## src/rtl/pe_pkg.sv

```systemverilog
// Shared definitions for the systolic MAC processing element.
// The optional saturation build is selected with the macro PE_SATURATE_EN.
package pe_pkg;

  // Default element configuration of the matrix engine.
  localparam int PE_BIT_WIDTH = 8;
  localparam int PE_LANES     = 4;
  localparam int PE_ACC_WIDTH = 32;

  // Width of one lane product and of the summed lane products.
  localparam int PE_PROD_WIDTH = 2 * PE_BIT_WIDTH;
  localparam int PE_LSUM_WIDTH = 2 * PE_BIT_WIDTH + $clog2(PE_LANES);

  // Upper limits for the generic helpers below.
  localparam int PE_MAX_WORD = 256;
  localparam int PE_MAX_BW   = 32;
  localparam int PE_MAX_ACC  = 64;

  // Width helpers for parameterised instances.
  function automatic int prod_width(input int bw);
    return 2 * bw;
  endfunction

  function automatic int lsum_width(input int bw, input int lanes);
    return 2 * bw + $clog2(lanes);
  endfunction

  // Extract lane 'lane' of a packed operand word (zero-extended).
  function automatic logic [PE_MAX_BW-1:0] lane_slice(input logic [PE_MAX_WORD-1:0] word,
                                                      input int lane, input int bw);
    logic [PE_MAX_WORD-1:0] shifted;
    logic [PE_MAX_BW-1:0]   mask;
    shifted = word >> (lane * bw);
    mask    = '1;
    mask    = mask >> (PE_MAX_BW - bw);
    return shifted[PE_MAX_BW-1:0] & mask;
  endfunction

  // Saturation bounds of a w-bit accumulator, two's-complement encoded in 64 bits.
  function automatic logic [PE_MAX_ACC-1:0] sat_max(input int w, input bit is_signed);
    logic [PE_MAX_ACC-1:0] one;
    one = 64'd1;
    return is_signed ? ((one << (w - 1)) - one) : ((one << w) - one);
  endfunction

  function automatic logic [PE_MAX_ACC-1:0] sat_min(input int w, input bit is_signed);
    logic [PE_MAX_ACC-1:0] one;
    one = 64'd1;
    return is_signed ? ~((one << (w - 1)) - one) : '0;
  endfunction

endpackage

```

## src/rtl/pe_lane_dot.sv

```systemverilog
// Combinational LANES-wide multiply and adder tree feeding the S1 register.
module pe_lane_dot import pe_pkg::*; #(
  parameter int BIT_WIDTH = PE_BIT_WIDTH,
  parameter int LANES     = PE_LANES,
  parameter int SIGNED    = 1,
  parameter int SUM_WIDTH = lsum_width(PE_BIT_WIDTH, PE_LANES)
) (
  input  logic [LANES*BIT_WIDTH-1:0] a,
  input  logic [LANES*BIT_WIDTH-1:0] b,
  output logic [SUM_WIDTH-1:0]       sum
);

  localparam int PROD_W = prod_width(BIT_WIDTH);

  logic [BIT_WIDTH-1:0] a_i;
  logic [BIT_WIDTH-1:0] b_i;
  logic [PROD_W-1:0]    prod;

  // Sum of per-lane products, each extended per operand signedness.
  always_comb begin
    sum  = '0;
    a_i  = '0;
    b_i  = '0;
    prod = '0;
    for (int i = 0; i < LANES; i++) begin
      a_i = BIT_WIDTH'(lane_slice(PE_MAX_WORD'(a), i, BIT_WIDTH));
      b_i = BIT_WIDTH'(lane_slice(PE_MAX_WORD'(b), i, BIT_WIDTH));
      if (SIGNED != 0) begin
        prod = PROD_W'($signed(a_i)) * PROD_W'($signed(b_i));
        sum  = sum + SUM_WIDTH'($signed(prod));
      end else begin
        prod = PROD_W'(a_i) * PROD_W'(b_i);
        sum  = sum + SUM_WIDTH'(prod);
      end
    end
  end

endmodule

```

## src/rtl/pe_mac_lanes.sv

```systemverilog
// Systolic MAC processing element: forwards operands with valid flags, computes
// a LANES-wide dot product per beat, accumulates, and emits on 'last'.
// Define PE_SATURATE_EN for a clamping accumulator; otherwise sums wrap.
// Result port: result_valid rises with a new result and stays high until the
// cycle result_valid & result_ready are both 1; a result arriving while one is
// still held and not being accepted is dropped and err_overflow sets.
module pe_mac_lanes import pe_pkg::*; #(
  parameter int BIT_WIDTH = PE_BIT_WIDTH,
  parameter int ACC_WIDTH = PE_ACC_WIDTH,
  parameter int LANES     = PE_LANES,
  parameter int SIGNED    = 1
) (
  input  logic                       clk,
  input  logic                       reset,
  input  logic                       en,
  input  logic [LANES*BIT_WIDTH-1:0] up,
  input  logic                       up_valid,
  input  logic [LANES*BIT_WIDTH-1:0] left,
  input  logic                       left_valid,
  input  logic                       left_last,
  output logic [LANES*BIT_WIDTH-1:0] down,
  output logic                       down_valid,
  output logic [LANES*BIT_WIDTH-1:0] right,
  output logic                       right_valid,
  output logic                       right_last,
  output logic [ACC_WIDTH-1:0]       result,
  output logic                       result_valid,
  input  logic                       result_ready,
  output logic                       result_sat,
  output logic                       err_overflow
);

  localparam int LSUM_W = lsum_width(BIT_WIDTH, LANES);

  logic                 fire;
  logic [LSUM_W-1:0]    lane_sum;
  logic [LSUM_W-1:0]    s1_sum;
  logic                 s1_valid;
  logic                 s1_last;
  logic [ACC_WIDTH-1:0] acc;
  logic [ACC_WIDTH-1:0] acc_next;
  logic                 clamp;
  logic                 sat_acc;
  logic                 s2_go;
  logic                 new_result;

  assign fire       = en & up_valid & left_valid;
  assign s2_go      = en & s1_valid;
  assign new_result = s2_go & s1_last;

  pe_lane_dot #(
    .BIT_WIDTH (BIT_WIDTH),
    .LANES     (LANES),
    .SIGNED    (SIGNED),
    .SUM_WIDTH (LSUM_W)
  ) u_dot (
    .a   (up),
    .b   (left),
    .sum (lane_sum)
  );

`ifdef PE_SATURATE_EN
  // One extra bit above the wider operand so a clamp decision never wraps.
  localparam int XW = ((ACC_WIDTH > LSUM_W) ? ACC_WIDTH : LSUM_W) + 1;

  logic [XW-1:0] acc_x;
  logic [XW-1:0] lsum_x;
  logic [XW-1:0] sum_x;
  logic [XW-1:0] hi_x;
  logic [XW-1:0] lo_x;
  logic          over_hi;
  logic          under_lo;

  // Accumulate at full precision, then clamp to the ACC_WIDTH range.
  always_comb begin
    hi_x = XW'(sat_max(ACC_WIDTH, SIGNED != 0));
    lo_x = XW'(sat_min(ACC_WIDTH, SIGNED != 0));
    if (SIGNED != 0) begin
      acc_x    = XW'($signed(acc));
      lsum_x   = XW'($signed(s1_sum));
      sum_x    = acc_x + lsum_x;
      over_hi  = $signed(sum_x) > $signed(hi_x);
      under_lo = $signed(sum_x) < $signed(lo_x);
    end else begin
      acc_x    = XW'(acc);
      lsum_x   = XW'(s1_sum);
      sum_x    = acc_x + lsum_x;
      over_hi  = sum_x > hi_x;
      under_lo = sum_x < lo_x;
    end
    clamp = over_hi | under_lo;
    if (over_hi)       acc_next = hi_x[ACC_WIDTH-1:0];
    else if (under_lo) acc_next = lo_x[ACC_WIDTH-1:0];
    else               acc_next = sum_x[ACC_WIDTH-1:0];
  end
`else
  logic [ACC_WIDTH-1:0] lsum_acc;

  // Modular accumulate: lane sum extended to ACC_WIDTH, wrap on overflow.
  always_comb begin
    if (SIGNED != 0) lsum_acc = ACC_WIDTH'($signed(s1_sum));
    else             lsum_acc = ACC_WIDTH'(s1_sum);
    acc_next = acc + lsum_acc;
    clamp    = 1'b0;
  end
`endif

  // Operand forwarding, frozen while en is low.
  always_ff @(posedge clk) begin
    if (reset) begin
      down        <= '0;
      down_valid  <= 1'b0;
      right       <= '0;
      right_valid <= 1'b0;
      right_last  <= 1'b0;
    end else if (en) begin
      down        <= up;
      down_valid  <= up_valid;
      right       <= left;
      right_valid <= left_valid;
      right_last  <= left_last;
    end
  end

  // S1: capture the lane sum on fire; a non-firing enabled cycle empties S1.
  always_ff @(posedge clk) begin
    if (reset) begin
      s1_sum   <= '0;
      s1_valid <= 1'b0;
      s1_last  <= 1'b0;
    end else if (en) begin
      s1_valid <= fire;
      if (fire) begin
        s1_sum  <= lane_sum;
        s1_last <= left_last;
      end
    end
  end

  // S2: accumulate, and on 'last' hand the total to the result port.
  always_ff @(posedge clk) begin
    if (reset) begin
      acc     <= '0;
      sat_acc <= 1'b0;
    end else if (s2_go) begin
      if (s1_last) begin
        acc     <= '0;
        sat_acc <= 1'b0;
      end else begin
        acc     <= acc_next;
        sat_acc <= sat_acc | clamp;
      end
    end
  end

  // Result holding register with valid/ready handshake and drop detection.
  always_ff @(posedge clk) begin
    if (reset) begin
      result       <= '0;
      result_valid <= 1'b0;
      result_sat   <= 1'b0;
      err_overflow <= 1'b0;
    end else if (new_result) begin
      if (!result_valid || result_ready) begin
        result       <= acc_next;
        result_valid <= 1'b1;
        result_sat   <= sat_acc | clamp;
      end else begin
        err_overflow <= 1'b1;
      end
    end else if (result_valid && result_ready) begin
      result_valid <= 1'b0;
    end
  end

endmodule
```

## config.mk

```make
export PLATFORM = sky130hd
export DESIGN_NAME = pe_mac_lanes
export DESIGN_NICKNAME = d
export VERILOG_FILES = /design/src/rtl/pe_pkg.sv /design/src/rtl/pe_lane_dot.sv /design/src/rtl/pe_mac_lanes.sv
export SDC_FILE = /design/constraint.sdc
export NUM_CORES = 1
export LEC_CHECK = 0
export ABC_AREA = 1
export CORE_ASPECT_RATIO = 1.4
export CORE_MARGIN = 2
export CORE_UTILIZATION = 45
export CTS_CLUSTER_DIAMETER = 80
export CTS_CLUSTER_SIZE = 8
export DETAILED_ROUTE_END_ITERATION = 16
export GPL_ROUTABILITY_DRIVEN = 0
export PLACE_DENSITY = 0.63
export SYNTH_ARGS = -nofsm -noshare
export SYNTH_HDL_FRONTEND = slang
export SYNTH_SLANG_ARGS = --single-unit
export TNS_END_PERCENT = 50
```

## constraint.sdc

```tcl
create_clock -name clk -period 11.5 [get_ports clk]
set_input_delay 2.3 -clock clk [delete_from_list [all_inputs] [get_ports clk]]
set_output_delay 2.3 -clock clk [all_outputs]
set_load 0.01 [all_outputs]
```

==> metrics.txt <==
status complete, no violations; vias 16200; Antenna Cells 0; detailed-route wire length 52000 um; Cells after Synth 2640; FF-to-FF setup slack 8830 ps; worst-case clock buffer depth 2; die span in y 251 um; endpoints failing setup 0; largest fanout on the critical path 9; Max Cap Viol 0; Max Freq 0.0943 GHz; Die X 180 um; DIE AREA 45300 um^2; Netlist cell types 41; initial antenna violation count 0; most used cell, CP inv_1; Max-slew headroom 35.5%; DRC Markers 0; CTS clk-pin slew, worst paths 70 ps; Post-Syn Area 19600 um^2; RSZ-0062 raised after global routing false; period utilisation layout 92.2%; main combinational cell family by area after synthesis adder cells; Worst path max stage delay 640 ps; post_cts resized 0; total negative slack 0 ps; RR Startpoint s1_sum[17]$_SDFFE_PP0P_; Synth Area in Adders 40.6%; I/O pin cnt 173; CTS tree yes; pin count of the biggest net entering global routing 95; initial core utilization 45.6%; syn_area_per_cell 7.43 um^2; setup bufs post-CTS 0; Post-synth EDFFs 0; Ys Warns 0; Vias/cell 4.92; wire length per cell 15.8 um; sequential cell area fraction in the yosys report 15.6%; share of layout cells above drive strength 1 3.39%; number of CTS-inserted buffers 17; post-route ant nets 0; FF-to-FF End result[20]$_SDFFE_PP0P_; Seq cells post-synth 153; Fin Clk Skew 13.8 ps; FFs w/ async S/R, synth 0%; core area 43000 um^2; Post-Synth XOR/XNOR Area 2.01%; H-tree depth 4; HP Class flip-flop to flip-flop; worst-skew pair later-pin latency 470 ps; Post-DP HPWL 42400 um; TritonRoute pass-1 iters 5; first-pass GRT wire length 86900 um; GR Overflow Total 0; hold violation total from the final report 0; Post-synth top flop dfxtp_1; worst setup path end s1_sum[17]$_SDFFE_PP0P_; Startpoint Class primary input; synthesized net count 3165; Total GRT Usage 24.3%; clk sink count 153; Worst Max-Slew Pin Slew 968 ps; Area growth, synth to finish 13.4%; Hold-fix buffers, CTS 0; worst-case reg-to-reg path depth 11; Final Max Slew Viols 0; Initial DRC Count 841; post-synthesis mux area share 0%; Site Rows 90; min Tclk post-route 10610 ps; IO Port Bufs 171; vias in the first global route 17400; endpoint class of the critical path flip-flop; Compound-Gate Fraction of Synth Area 6.92%; Crit Path Category primary input to flip-flop; Synth Area in Simple Gates 19.5%; CP arrival 10980 ps; slowest CP cell fa_1; final net count 3254; crit path launch left[26]; clk root buf clkbuf_16; Critical Path RT 11880 ps
-- placed cells by master (no fill, tap or decap), drive strengths merged, types with 8 or more instances in the layout --
cell           netlist  layout
buf                 12       8
a21o                12      12
o21bai              12      12
fa                 304     304
clkbuf              94      20
dfxtp              153     153
o21ai              125     125
nand3b               8       8
nor2               242     242
or2                 14      14
xnor2               16      16
xor2                29      29
nand2              594     594
inv                681     685
ha                 150     150
a21oi               97      97
nand3               70      70
clkdlybuf4s50        0     169
-- area by class of cell --
cell class	instances	area (um^2)
Clock buffer	20	457
Sequential cell	153	3060
Multi-Input combinational cell	1697	13600
Tap cell	552	691
Clock inverter	12	163
Timing Repair Buffer	177	1750
Inverter	683	2560
Fill cell	4200	20800
-- sequential cells by signal (all words and copies together) (netlist names), 18 cells and up --
| name | cells |
|---|---|
| acc | 32 |
| down | 32 |
| result | 32 |
| right | 32 |
| s1_sum | 18 |
-- worst min path at each step --
stage	start	end	cells past startpoint
floorplan	s1_valid$_SDFFE_PP0P_	s1_valid$_SDFFE_PP0P_	2
global placement	right_valid$_SDFFE_PP0P_	right_valid$_SDFFE_PP0P_	2
detailed placement	s1_valid$_SDFFE_PP0P_	s1_valid$_SDFFE_PP0P_	2
CTS	s1_valid$_SDFFE_PP0P_	s1_valid$_SDFFE_PP0P_	2
global route	acc[21]$_SDFFE_PP0P_	acc[21]$_SDFFE_PP0P_	2
finish	right_valid$_SDFFE_PP0P_	right_valid$_SDFFE_PP0P_	2
-- cells in the mapped netlist (all sizes together) (14+ instances only) --
library cell  count  area, um^2
nor2            242         918
xor2             29         254
or2              14        87.6
inv             681        2560
nand3            70         365
a21oi            97         497
clkbuf           94         353
o21ai           125         626
xnor2            16         140
fa              304        6090
ha              150        1880
dfxtp           153        3060
nand2           594        2280
-- through the flow --
stage               worst slack, ps  area, um^2  std cells  utilization, %  hold WS, ps
finish                          891       22200       3294            51.7          461
global placement                707       21600       3262            50.3          449
floorplan                      1690       19600       2640               -          445
detailed placement              490       21600       3262            50.3          456
CTS                             999       22200       3294            51.7          466
global route                    525       22200       3294            51.7          487
-- layer usage --
layer | global-route usage (%) | up-vias | wire (um)
met2 | 45.5 | 374 | 27800
met4 | 12.2 | 0 | 2680
li1 | - | 7876 | -
met3 | 3.32 | 136 | 1800
met1 | 26.5 | 7817 | 19800
met5 | 0 | - | 0
-- cell families after synthesis --
group           after synthesis
simple gates                944
buf+inv                     790
fa+ha+maj                   454
compound gates              253
flops                       153
xor+xnor                     45
other cells                   1
-- critical path, delay by kind of cell --
kind | cells | cell delay [ps]
and+or+nand+nor | 14 | 1270
AOI/OAI and AO/OA | 2 | 360
buffers and inverters | 12 | 1300
xor gates and xnor gates | 1 | 320
adders and majority gates | 12 | 5420
Power is not shown: default switching activity piles up to over one toggle a cycle in this logic, so the estimate is an artifact.
